### config.mk
export PLATFORM = sky130hd
export DESIGN_NAME = seq_addsub
export DESIGN_NICKNAME = d
export VERILOG_FILES = /design/src/rtl/seq_addsub_pkg.sv /design/src/rtl/seq_addsub_chunk_adder.sv /design/src/rtl/seq_addsub.sv
export SDC_FILE = /design/constraint.sdc
export NUM_CORES = 1
export LEC_CHECK = 0
export ABC_AREA = 1
export BUFFER_PORTS_ARGS = -buffer_cell sky130_fd_sc_hd__buf_2
export CAP_MARGIN = 20
export CORE_MARGIN = 3
export CORE_UTILIZATION = 55
export CTS_BUF_LIST = sky130_fd_sc_hd__clkbuf_4 sky130_fd_sc_hd__clkbuf_8 sky130_fd_sc_hd__clkbuf_16
export DETAILED_ROUTE_END_ITERATION = 12
export GPL_TIMING_DRIVEN = 0
export PLACE_DENSITY = 0.76
export SETUP_SLACK_MARGIN = 0.3
export SLEW_MARGIN = 25
export SYNTH_ARGS = -nofsm -noshare
export SYNTH_HDL_FRONTEND = slang
export SYNTH_HIERARCHICAL = 1
export SYNTH_SLANG_ARGS = --single-unit
export TNS_END_PERCENT = 100
### constraint.sdc
create_clock -name Clk -period 10.9 [get_ports Clk]
set_input_delay 0.545 -clock Clk [delete_from_list [all_inputs] [get_ports Clk]]
set_output_delay 0.545 -clock Clk [all_outputs]
set_load 0.01 [all_outputs]
### src/rtl/seq_addsub_pkg.sv
// Shared definitions for the sequential adder/subtractor: operation mode
// encodings and the control FSM state type.
package seq_addsub_pkg;

  localparam logic MODE_ADD = 1'b0;
  localparam logic MODE_SUB = 1'b1;

  typedef enum logic [1:0] {
    ST_IDLE = 2'd0,
    ST_RUN  = 2'd1,
    ST_DONE = 2'd2
  } state_t;

endpackage

### src/rtl/seq_addsub_chunk_adder.sv
// chunk_adder: combinational CHUNK-bit ripple-carry slice.
// Ports:
//   a, b  CHUNK-bit addends
//   cin   carry into bit 0
//   sum   CHUNK-bit slice sum
//   cout  carry out of bit CHUNK-1
module chunk_adder #(
  parameter int unsigned CHUNK = 8
) (
  input  logic [CHUNK-1:0] a,
  input  logic [CHUNK-1:0] b,
  input  logic             cin,
  output logic [CHUNK-1:0] sum,
  output logic             cout
);

  logic [CHUNK:0] carry;

  always_comb begin
    sum      = '0;
    carry    = '0;
    carry[0] = cin;
    for (int unsigned i = 0; i < CHUNK; i++) begin
      sum[i]     = a[i] ^ b[i] ^ carry[i];
      carry[i+1] = (a[i] & b[i]) | (carry[i] & (a[i] ^ b[i]));
    end
    cout = carry[CHUNK];
  end

endmodule

### src/rtl/seq_addsub.sv
// seq_addsub: multi-cycle WIDTH-bit adder/subtractor, CHUNK bits per clock,
// carry chained between slices through a register. Start/Ready/Done handshake.
// Ports:
//   Clk          clock, all state on posedge
//   Rst_n        synchronous active-low reset
//   Start        request, accepted on an edge where Ready=1
//   Mode         0 = In1+In2+Cin, 1 = In1-In2-Cin
//   In1, In2     operands, latched on accept
//   Cin          carry-in / borrow-in, latched on accept
//   Ready        unit can accept Start this cycle
//   Done         one-cycle pulse when the result outputs were updated
//   Sum          result (modulo 2^WIDTH)
//   Cout         carry out of MSB; in subtract mode 1 = no borrow
//   Ovf          two's complement overflow
//   Zero         Sum == 0
module seq_addsub
  import seq_addsub_pkg::*;
#(
  parameter int unsigned WIDTH = 32,
  parameter int unsigned CHUNK = 8
) (
  input  logic             Clk,
  input  logic             Rst_n,
  input  logic             Start,
  input  logic             Mode,
  input  logic [WIDTH-1:0] In1,
  input  logic [WIDTH-1:0] In2,
  input  logic             Cin,
  output logic             Ready,
  output logic             Done,
  output logic [WIDTH-1:0] Sum,
  output logic             Cout,
  output logic             Ovf,
  output logic             Zero
);

  localparam int unsigned NCHUNK = WIDTH / CHUNK;
  localparam int unsigned CNT_W  = (NCHUNK > 1) ? $clog2(NCHUNK) : 1;
  localparam logic [CNT_W-1:0] LAST = CNT_W'(NCHUNK - 1);

  if ((CHUNK == 0) || (WIDTH % CHUNK != 0)) begin : g_bad_chunk
    $error("seq_addsub: WIDTH must be a non-zero multiple of CHUNK");
  end

  state_t           state, state_next;
  logic [WIDTH-1:0] a_q, b_q, acc_q, acc_next;
  logic             c_q;
  logic [CNT_W-1:0] cnt_q;
  logic [31:0]      lo;
  logic [CHUNK-1:0] slice_a, slice_b, slice_sum;
  logic             slice_cout;
  logic             accept, last;
  logic             ovf_next;

  // Control FSM: next state and handshake outputs
  always_comb begin
    state_next = state;
    Ready      = 1'b1;
    Done       = 1'b0;
    case (state)
      ST_IDLE: if (Start) state_next = ST_RUN;
      ST_RUN: begin
        Ready = 1'b0;
        if (cnt_q == LAST) state_next = ST_DONE;
      end
      ST_DONE: begin
        Done       = 1'b1;
        state_next = Start ? ST_RUN : ST_IDLE;
      end
      default: state_next = ST_IDLE;
    endcase
  end

  assign accept = Start & Ready;
  assign last   = (state == ST_RUN) && (cnt_q == LAST);
  assign lo     = 32'(cnt_q) * CHUNK;

  // The single slice adder walks across the latched operands, one chunk per RUN cycle
  always_comb begin
    slice_a  = a_q[lo +: CHUNK];
    slice_b  = b_q[lo +: CHUNK];
    acc_next = acc_q;
    acc_next[lo +: CHUNK] = slice_sum;
  end

  chunk_adder #(.CHUNK(CHUNK)) u_slice (
    .a    (slice_a),
    .b    (slice_b),
    .cin  (c_q),
    .sum  (slice_sum),
    .cout (slice_cout)
  );

  // b_q already holds the inverted subtrahend, so one rule covers add and sub
  assign ovf_next = (a_q[WIDTH-1] == b_q[WIDTH-1]) && (acc_next[WIDTH-1] != a_q[WIDTH-1]);

  always_ff @(posedge Clk) begin
    if (!Rst_n) begin
      state <= ST_IDLE;
      a_q   <= '0;
      b_q   <= '0;
      acc_q <= '0;
      c_q   <= 1'b0;
      cnt_q <= '0;
      Sum   <= '0;
      Cout  <= 1'b0;
      Ovf   <= 1'b0;
      Zero  <= 1'b0;
    end else begin
      state <= state_next;
      if (accept) begin
        a_q   <= In1;
        b_q   <= (Mode == MODE_SUB) ? ~In2 : In2;
        c_q   <= (Mode == MODE_SUB) ? ~Cin : Cin;
        acc_q <= '0;
        cnt_q <= '0;
      end else if (state == ST_RUN) begin
        acc_q <= acc_next;
        c_q   <= slice_cout;
        cnt_q <= last ? '0 : cnt_q + 1'b1;
        if (last) begin
          Sum  <= acc_next;
          Cout <= slice_cout;
          Ovf  <= ovf_next;
          Zero <= (acc_next == '0);
        end
      end
    end
  end

endmodule

==> impl_metrics.json, run 1 <==
{
  "most_numerous_cell_in_the_yosys_netlist": "sky130_fd_sc_hd__nand2_1",
  "slew-limit-headroom": 0.569,
  "die_area_sq_um": 13300,
  "place_hpwl_um": 12900,
  "area_used_by_multi_input_combinational_logic_sq_um": 3130,
  "pwr-share-comb": 0.151,
  "yosys_top_cell_by_area": "sky130_fd_sc_hd__dfxtp_1",
  "number_of_max_slew_violations_in_the_final_report": 0,
  "totalPowerFinal_uw": 1340,
  "worst-path-max-fanout": 10,
  "drt_pre_antenna_iters": 9,
  "setup_violations": 0,
  "drtIter0Drc": 462,
  "drt-wirelength-per-cell_um": 14.6,
  "fin_tns_setup_ns": 0,
  "largest_net_degree_at_the_start_of_global_routing": 17,
  "die_height_um": 115,
  "number_of_cts_inserted_buffers": 17,
  "start_util": 0.569,
  "ys_warn_count": 6,
  "per_instance_average_area_after_synthesis_sq_um": 7.34,
  "numPortBuffers": 104,
  "timing.hold.worst.class": "input pin to flop",
  "cts_tree": "done",
  "minimum_clock_period_ns": 5.73,
  "synth_largest_type_area_fraction": 0.414,
  "worst_ep_arrival_time_ns": 6.08,
  "synth-edff-count": 0,
  "design.core.area_sq_um": 11600,
  "total_leakage_power_uw": 0.00392,
  "ant_nets": 0,
  "power.internal_uw": 983,
  "ir_drop_v": 0.000102,
  "cts_hold_buf": 0,
  "cts-root-to-sink-buffers": 2,
  "root_buffer": "sky130_fd_sc_hd__clkbuf_16",
  "cts_htree_levels": 4,
  "post-route-drc-count": 0,
  "synth.distinct_cells": 35,
  "dominantRegCellSynth": "sky130_fd_sc_hd__dfxtp_1",
  "run_status": "finished, final reports clean",
  "antenna_violations_before_repair": 0,
  "postSynthNetCount": 979,
  "mappedNetlistArea_sq_um": 6580,
  "layout.filler_cells": 1034,
  "worst_slew_pin_slew_ns": 0.646,
  "worstSetupEndpointType": "flop",
  "clock_sink_count": 136,
  "finalHoldViolCount": 0,
  "worst-r2r-setup-slack_ns": 5.17,
  "async_flop_share": 0,
  "post_synth_main_area_contributors": "sky130_fd_sc_hd__dfxtp_1, sky130_fd_sc_hd__o21ai_0, sky130_fd_sc_hd__nand2_1, sky130_fd_sc_hd__nor2_1, sky130_fd_sc_hd__inv_1",
  "fmaxAchievable_mhz": 174,
  "clkTransAtPathRegs_ns": 0.06,
  "crit_path_kind": "flop to flop",
  "clock_power_share": 0.447,
  "die_w_um": 115,
  "cts-resized-gates": 0,
  "min_period_over_period": 0.526,
  "total_setup_buffers_inserted_after_cts": 0,
  "antennaDiodeCount": 0,
  "last_weighted_congestion_value_of_the_routability_driven_placer": 0.915,
  "area.sequential_sq_um": 2720,
  "sw_pwr_uw": 360,
  "cap_violations": 0,
  "final_core_utilization": 0.683,
  "clock_latency_ns": 0.42,
  "yosys-top-cells-count": "sky130_fd_sc_hd__nand2_1, sky130_fd_sc_hd__nor2_1, sky130_fd_sc_hd__dfxtp_1",
  "postSynthRegisterBits": 136,
  "cp_data_required_time_ns": 11.25,
  "pin_count": 106,
  "synth.yosys.seq_area_share": 0.414,
  "vias_per_cell": 5.20,
  "rsz0062_at_grt": "false",
  "p_seq_frac": 0.402,
  "power.density_cell_area_nw_per_um2": 170,
  "total_wirelength_of_the_detailed_routed_design_um": 17100,
  "nNetsFinal": 1102,
  "finClkSkew_ns": 0.00691,
  "first_global_vias": 5812,
  "power_switching_share": 0.268,
  "grt_pass1_wl_um": 28100,
  "syn2layout_area_growth_pct": 20.0,
  "groute.usage.overall": 0.270,
  "syn-instance-count": 896,
  "crit_path_start_kind": "flop",
  "post_route_cells_drive_above_1_share": 0.185,
  "globalRoute.totalOverflow": 0,
  "std_cell_rows": 39,
  "via_count": 6108
}
==> power by group through the flow <==
stage / clock network [uW] / registers, uW / logic [uW]
2_1_floorplan: 0 / 545 / 139
3_3_place_gp: 0 / 550 / 196
3_5_place_dp: 0 / 550 / 200
4_1_cts: 608 / 540 / 200
5_1_grt: 627 / 543 / 228
6_report: 600 / 541 / 203
==> layout make-up <==
cell class,instances,area share
repair buffers,104,0.0659
plain buffers,52,0.0325
inverters,124,0.0590
well taps,143,0.0227
multi-input cells,584,0.397
clock inverters,14,0.0227
clock buffers,18,0.0556
flip-flops and latches,136,0.345
==> placed cells by master, fill, tap and decap left out, types with 10 or more instances in the layout <==
cell type / n
sky130_fd_sc_hd__xnor2_1: 32
sky130_fd_sc_hd__nor2_1: 143
sky130_fd_sc_hd__nor2_2: 10
sky130_fd_sc_hd__dfxtp_1: 136
sky130_fd_sc_hd__o21ai_0: 110
sky130_fd_sc_hd__nand2_1: 145
sky130_fd_sc_hd__o211ai_1: 52
sky130_fd_sc_hd__inv_1: 119
sky130_fd_sc_hd__nand3_1: 20
sky130_fd_sc_hd__buf_2: 123
sky130_fd_sc_hd__a21oi_1: 11
sky130_fd_sc_hd__clkbuf_16: 17
sky130_fd_sc_hd__clkbuf_1: 24
sky130_fd_sc_hd__o22ai_1: 19
==> path summary, 6_finish.rpt <==
path                   to  cells after the start      from
setup reg to reg      Ovf                     25  cnt_q[0]
hold reg to reg   b_q[18]                      2   b_q[18]
setup / recovery      Ovf                     25  cnt_q[0]
hold / removal    a_q[30]                      3   In1[30]
==> per-stage QoR <==
step | std cells | setup slack (ns) | hold slack (ns) | cell area, sq um
final | 1175 | 5.17 | 0.344 | 7890
after CTS | 1175 | 5.26 | 0.330 | 7890
after detailed placement | 1143 | 5.32 | 0.440 | 7280
after floorplan | 896 | 6.00 | 0.423 | 6580
after global routing | 1175 | 4.85 | 0.350 | 7890
after global placement | 1143 | 5.37 | 0.434 | 7280
==> registers in the layout (all words and copies together), names as in the netlist, 2 cells and up <==
signal  flops
state       2
Sum        32
b_q        32
a_q        32
cnt_q       2
acc_q      32
==> critical path, stage by stage (launching register included) <==
cell and delay, ns:
sky130_fd_sc_hd__dfxtp_1 0.41, sky130_fd_sc_hd__buf_6 0.17, sky130_fd_sc_hd__buf_6 0.16, sky130_fd_sc_hd__inv_1 0.12, sky130_fd_sc_hd__clkbuf_1 0.24, sky130_fd_sc_hd__o21ai_0 0.23
sky130_fd_sc_hd__o22ai_1 0.14, sky130_fd_sc_hd__fa_1 0.43, sky130_fd_sc_hd__inv_1 0.08, sky130_fd_sc_hd__fa_1 0.16, sky130_fd_sc_hd__inv_1 0.05, sky130_fd_sc_hd__fa_1 0.37
sky130_fd_sc_hd__fa_1 0.39, sky130_fd_sc_hd__fa_1 0.39, sky130_fd_sc_hd__fa_1 0.39, sky130_fd_sc_hd__fa_1 0.36, sky130_fd_sc_hd__inv_1 0.08, sky130_fd_sc_hd__fa_1 0.40
sky130_fd_sc_hd__inv_1 0.13, sky130_fd_sc_hd__inv_1 0.06, sky130_fd_sc_hd__nor2_1 0.16, sky130_fd_sc_hd__nand4_1 0.15, sky130_fd_sc_hd__nand2_1 0.19, sky130_fd_sc_hd__a21oi_1 0.06
sky130_fd_sc_hd__nand3b_1 0.19, sky130_fd_sc_hd__a21oi_1 0.14
==> layer usage <==
layer | share of wire | track usage | up-vias | wire length, um
li1 | - | - | 3099 | -
met1 | 0.47 | 0.378 | 2737 | 7990
met2 | 0.43 | 0.401 | 241 | 7410
met3 | 0.080 | 0.0726 | 31 | 1370
met4 | 0.021 | 0.0947 | 0 | 355
met5 | 0 | 0 | - | 0
==> cell families after synthesis <==
| group | Yosys count | synth area share |
|---|---|---|
| compound gates | 204 | 0.184 |
| simple gates | 333 | 0.213 |
| buf+inv | 176 | 0.110 |
| xor+xnor | 33 | 0.0440 |
| fa+ha+maj | 14 | 0.0358 |
| flops | 136 | 0.414 |
(Power assumes the default switching activity.)
==> run 2, diff against run 1 <==
- clock period: 10.9 -> 6 ns (I/O delays scaled with it)
==> impl_metrics.json, run 2 (synthesis results as in run 1) <==
{
  "clkTransAtPathRegs_ns": 0.06,
  "finalHoldViolCount": 0,
  "design.core.area_sq_um": 11600,
  "minimum_clock_period_ns": 5.46,
  "std_cell_rows": 39,
  "cts_tree": "done",
  "place_hpwl_um": 12900,
  "crit_path_kind": "flop to flop",
  "mostFrequentLayoutCell": "sky130_fd_sc_hd__nand2_1",
  "crit_path_start_kind": "flop",
  "worstSetupEndpointType": "flop",
  "numPortBuffers": 104,
  "run_status": "finished, final reports clean",
  "totalPowerFinal_uw": 2450,
  "r2r.worst_path.cells": 25,
  "globalRoute.totalOverflow": 0,
  "ir_drop_v": 0.000187,
  "ant_nets": 0,
  "whs_ns": 0.0982,
  "total_leakage_power_uw": 0.00393,
  "first_global_vias": 5812,
  "min_period_over_period": 0.909,
  "post_dp_cell_area_sq_um": 7280,
  "cp_data_required_time_ns": 6.35,
  "cts_hold_buf": 0,
  "post_route_cells_drive_above_1_share": 0.194,
  "stdcell_area_sq_um": 7930,
  "fmaxAchievable_mhz": 183,
  "hold_path_depth": 3,
  "rsz0062_at_grt": "false",
  "clock_sink_count": 136,
  "largest_net_degree_at_the_start_of_global_routing": 17,
  "cts-root-to-sink-buffers": 2,
  "worst-path-max-fanout": 10,
  "post-route-drc-count": 0,
  "cts_htree_levels": 4,
  "via_count": 6156,
  "die_height_um": 115,
  "nNetsFinal": 1104,
  "worst_ep_arrival_time_ns": 5.81,
  "drt-wirelength-per-cell_um": 14.6,
  "slew-limit-headroom": 0.564,
  "die_w_um": 115,
  "last_weighted_congestion_value_of_the_routability_driven_placer": 0.915,
  "root_buffer": "sky130_fd_sc_hd__clkbuf_16",
  "syn2layout_area_growth_pct": 20.5,
  "drtIter0Drc": 488,
  "start_util": 0.569,
  "clock_latency_ns": 0.42,
  "cap_violations": 0,
  "pin_count": 106,
  "number_of_max_slew_violations_in_the_final_report": 0,
  "grt_pass1_wl_um": 28100,
  "timing.hold.worst.class": "input pin to flop",
  "worst_slew_pin_slew_ns": 0.654,
  "vias_per_cell": 5.23,
  "final.setup.worst_slack_ns": 0.544,
  "antennaDiodeCount": 0,
  "drt_pre_antenna_iters": 5,
  "die_area_sq_um": 13300,
  "setup_violations": 0,
  "groute.usage.overall": 0.270,
  "power.density_cell_area_nw_per_um2": 309,
  "finClkSkew_ns": 0.00806,
  "number_of_cts_inserted_buffers": 17,
  "fin_tns_setup_ns": 0,
  "total_wirelength_of_the_detailed_routed_design_um": 17200,
  "mostFrequentLayoutCells": "sky130_fd_sc_hd__nand2_1, sky130_fd_sc_hd__nor2_1, sky130_fd_sc_hd__dfxtp_1, sky130_fd_sc_hd__buf_2, sky130_fd_sc_hd__inv_1",
  "antenna_violations_before_repair": 0,
  "worst_slack_at_placement_ns": 0.415
}
-- run 2: path summary, 6_finish.rpt --
check	to	startpoint	slack, ns
min	a_q[30]	In1[30]	0.1
min reg2reg	b_q[16]	b_q[16]	0.45
max reg2reg	Ovf	cnt_q[0]	0.54
max	Ovf	cnt_q[0]	0.54
-- run 2: layout make-up --
class                      instances  area (sq um)
buffer                            52           262
clock buffer                      18           439
clock inverter                    14           179
fill                            1027          3640
inverter                         124           469
multi-input combinational        584          3140
sequential                       136          2730
tap                              143           179
timing repair buffer             106           536
-- run 2: what timing repair did --
action                                  in CTS  in global routing
buffers inserted                             0                  2
gates resized for setup                      0                 14
endpoints found under the setup margin       0                  6
-- run 2: metrics by stage --
step,utilization,instances
4_1_cts,0.683,1175
3_5_place_dp,0.629,1143
5_1_grt,0.685,1177
2_1_floorplan,-,896
6_report,0.685,1177
3_3_place_gp,0.629,1143
-- run 2: where the power goes --
group / leakage [uW] / internal, uW / total (uW) / switching, uW
combinational: 0.00252 / 135 / 375 / 240
sequential: 0.00111 / 954 / 982 / 28.4
clock: 0.000305 / 701 / 1090 / 392
-- run 2: metal layers --
| layer | wire (um) | track usage | vias up |
|---|---|---|---|
| met1 | 8070 | 0.378 | 2778 |
| met3 | 1390 | 0.0726 | 27 |
| li1 | - | - | 3103 |
| met5 | 0 | 0 | - |
| met2 | 7450 | 0.401 | 248 |
| met4 | 318 | 0.0947 | 0 |
-- run 2: critical path, cell delays in order, from the launching register on --
cell and delay, ns:
sky130_fd_sc_hd__dfxtp_2 0.37, sky130_fd_sc_hd__buf_6 0.15, sky130_fd_sc_hd__buf_6 0.16, sky130_fd_sc_hd__clkinvlp_4 0.14, sky130_fd_sc_hd__buf_4 0.19, sky130_fd_sc_hd__o21ai_1 0.14
sky130_fd_sc_hd__o22ai_1 0.12, sky130_fd_sc_hd__fa_1 0.42, sky130_fd_sc_hd__inv_1 0.08, sky130_fd_sc_hd__fa_1 0.16, sky130_fd_sc_hd__inv_1 0.05, sky130_fd_sc_hd__fa_1 0.37
sky130_fd_sc_hd__fa_1 0.39, sky130_fd_sc_hd__fa_1 0.39, sky130_fd_sc_hd__fa_1 0.39, sky130_fd_sc_hd__fa_1 0.36, sky130_fd_sc_hd__inv_1 0.07, sky130_fd_sc_hd__fa_1 0.42
sky130_fd_sc_hd__inv_2 0.10, sky130_fd_sc_hd__inv_1 0.06, sky130_fd_sc_hd__nor2_2 0.12, sky130_fd_sc_hd__nand4_1 0.13, sky130_fd_sc_hd__nand2_1 0.20, sky130_fd_sc_hd__a21oi_1 0.06
sky130_fd_sc_hd__nand3b_1 0.19, sky130_fd_sc_hd__a21oi_1 0.15
==> run 3, diff against run 2 <==
--- a/config.mk
+++ b/config.mk
@@ -8,5 +8,5 @@
 export ABC_AREA = 1
 export BUFFER_PORTS_ARGS = -buffer_cell sky130_fd_sc_hd__buf_2
-export CAP_MARGIN = 20
+export CAP_MARGIN = 0
 export CORE_MARGIN = 3
 export CORE_UTILIZATION = 55
@@ -14,4 +14,5 @@
 export DETAILED_ROUTE_END_ITERATION = 12
 export GPL_TIMING_DRIVEN = 0
+export MAX_ROUTING_LAYER = met4
 export PLACE_DENSITY = 0.76
 export SETUP_SLACK_MARGIN = 0.3
==> constraint.sdc (replaced) <==
create_clock -name Clk -period 6 [get_ports Clk]
set_input_delay 0.3 -clock Clk [delete_from_list [all_inputs] [get_ports Clk]]
set_output_delay 0.3 -clock Clk [all_outputs]
set_load 0.05 [all_outputs]
==> impl_metrics.json, run 3 (synthesis results as in run 1) <==
{
  "die_area_sq_um": 13300,
  "cap_violations": 0,
  "clock_latency_ns": 0.42,
  "total_wirelength_of_the_detailed_routed_design_um": 17500,
  "timing.hold.worst.class": "input pin to flop",
  "setup_violations": 0,
  "cp_data_required_time_ns": 6.30,
  "critical-path-max-stage-delay_ns": 0.41,
  "worst-r2r-setup-slack_ns": 0.57,
  "r2r.worst_path.cells": 29,
  "drt_pre_antenna_iters": 5,
  "globalRoute.totalOverflow": 0,
  "fmaxAchievable_mhz": 184,
  "nNetsFinal": 1106,
  "power.density_cell_area_nw_per_um2": 310,
  "largest_net_degree_at_the_start_of_global_routing": 17,
  "worst-path-max-fanout": 10,
  "family_with_the_most_delay_on_the_worst_path": "adder cells",
  "hold_path_depth": 3,
  "first_global_vias": 5685,
  "critPathSlowestCell": "sky130_fd_sc_hd__fa_1",
  "fin_tns_setup_ns": 0,
  "clkTransAtPathRegs_ns": 0.06,
  "worst_ep_arrival_time_ns": 5.72,
  "groute.usage.overall": 0.281,
  "run_status": "finished, final reports clean",
  "design.core.area_sq_um": 11600,
  "vias_per_cell": 5.28,
  "crit_buf_inv": 10,
  "worstSetupEndpointType": "flop",
  "number_of_cts_inserted_buffers": 17,
  "cts_htree_levels": 4,
  "min_from": "In1[26]",
  "antenna_violations_before_repair": 0,
  "post_route_cells_drive_above_1_share": 0.196,
  "syn2layout_area_growth_pct": 21.0,
  "ant_nets": 0,
  "worst_slack_at_placement_ns": 0.428,
  "rsz0062_at_grt": "false",
  "last_weighted_congestion_value_of_the_routability_driven_placer": 0.931,
  "slew-limit-headroom": 0.551,
  "worst_slew_pin_slew_ns": 0.673,
  "via_count": 6224,
  "r2r_endpoint": "Zero",
  "post-route-drc-count": 0,
  "mostFrequentLayoutCells": "sky130_fd_sc_hd__nand2_1, sky130_fd_sc_hd__nor2_1, sky130_fd_sc_hd__dfxtp_1, sky130_fd_sc_hd__buf_2, sky130_fd_sc_hd__inv_1",
  "root_buffer": "sky130_fd_sc_hd__clkbuf_16",
  "crit-reg2reg-launch": "cnt_q[0]",
  "place_hpwl_um": 12900,
  "std_cell_rows": 39,
  "finClkSkew_ns": 0.00704,
  "cts_tree": "done",
  "die_height_um": 115,
  "clock_sink_count": 136,
  "antennaDiodeCount": 0,
  "minimum_clock_period_ns": 5.43,
  "crit_path_kind": "flop to flop",
  "cts-root-to-sink-buffers": 2,
  "ir_drop_v": 0.000164,
  "drt-wirelength-per-cell_um": 14.9,
  "finalHoldViolCount": 0,
  "mostFrequentLayoutCell": "sky130_fd_sc_hd__nand2_1",
  "final.setup.worst_slack_ns": 0.574,
  "cts_hold_buf": 0,
  "drtIter0Drc": 477,
  "pin_count": 106,
  "min_period_over_period": 0.904,
  "die_w_um": 115,
  "min_delay_worst_endpoint": "a_q[26]",
  "total_leakage_power_uw": 0.00394,
  "grt_pass1_wl_um": 28300,
  "cell_with_the_most_instances_on_the_worst_path": "sky130_fd_sc_hd__fa_1",
  "crit_path_start_kind": "flop",
  "number_of_max_slew_violations_in_the_final_report": 0,
  "start_util": 0.569,
  "numPortBuffers": 104
}
[run 3: metal layers]
layer,part of all wire,global-route usage
met2,0.43,0.410
met1,0.47,0.388
met3,0.075,0.0584
met5,0,-
met4,0.022,0.0939
[run 3: worst max path at each step]
| stage | slack [ns] | start | cells past startpoint | endpoint |
|---|---|---|---|---|
| floorplan | 1.10 | cnt_q[0] | 29 | Zero |
| global placement | 0.49 | cnt_q[0] | 29 | Zero |
| detailed placement | 0.43 | cnt_q[0] | 29 | Zero |
| CTS | 0.41 | cnt_q[0] | 29 | Zero |
| global route | 0.28 | cnt_q[0] | 27 | Zero |
| finish | 0.57 | cnt_q[0] | 29 | Zero |
[run 3: stage by stage]
stage                     cell area (sq um)  std cells  hold WS (ns)  power [uW]   util
final                                  7960       1178         0.106        2470  0.688
after global routing                   7960       1178        0.0982        2580  0.688
after CTS                              7900       1174         0.102        2450  0.683
after detailed placement               7280       1143         0.442        1360  0.629
after global placement                 7280       1143         0.436        1360  0.629
after floorplan                        6580        896         0.423        1240      -
[run 3: area by class of cell]
class,instances,area [sq um]
Buffer,52,265
Fill cell,1009,3610
Clock inverter,12,175
Timing Repair Buffer,108,551
Inverter,124,469
Sequential cell,136,2730
Multi-Input combinational cell,584,3140
Tap cell,143,179
Clock buffer,19,453
[run 3: worst reg2reg max path, delay by kind of cell (launching register included)]
kind / cells / cell delay (ns)
flip-flops: 1 / 0.37
adder cells (fa/ha/maj): 8 / 2.88
AO/OA/AOI/OAI: 2 / 0.19
buffers and inverters: 10 / 1.08
AND/OR/NAND/NOR: 9 / 0.77
[run 3: report_power, final]
part	switching [uW]	internal [uW]
logic	246	141
registers	29.1	954
clock network	387	713
total	662	1810
[run 3: what timing repair did]
action,CTS,global route
buffers inserted,0,4
gates resized for setup,0,16
setup endpoints to repair,0,6
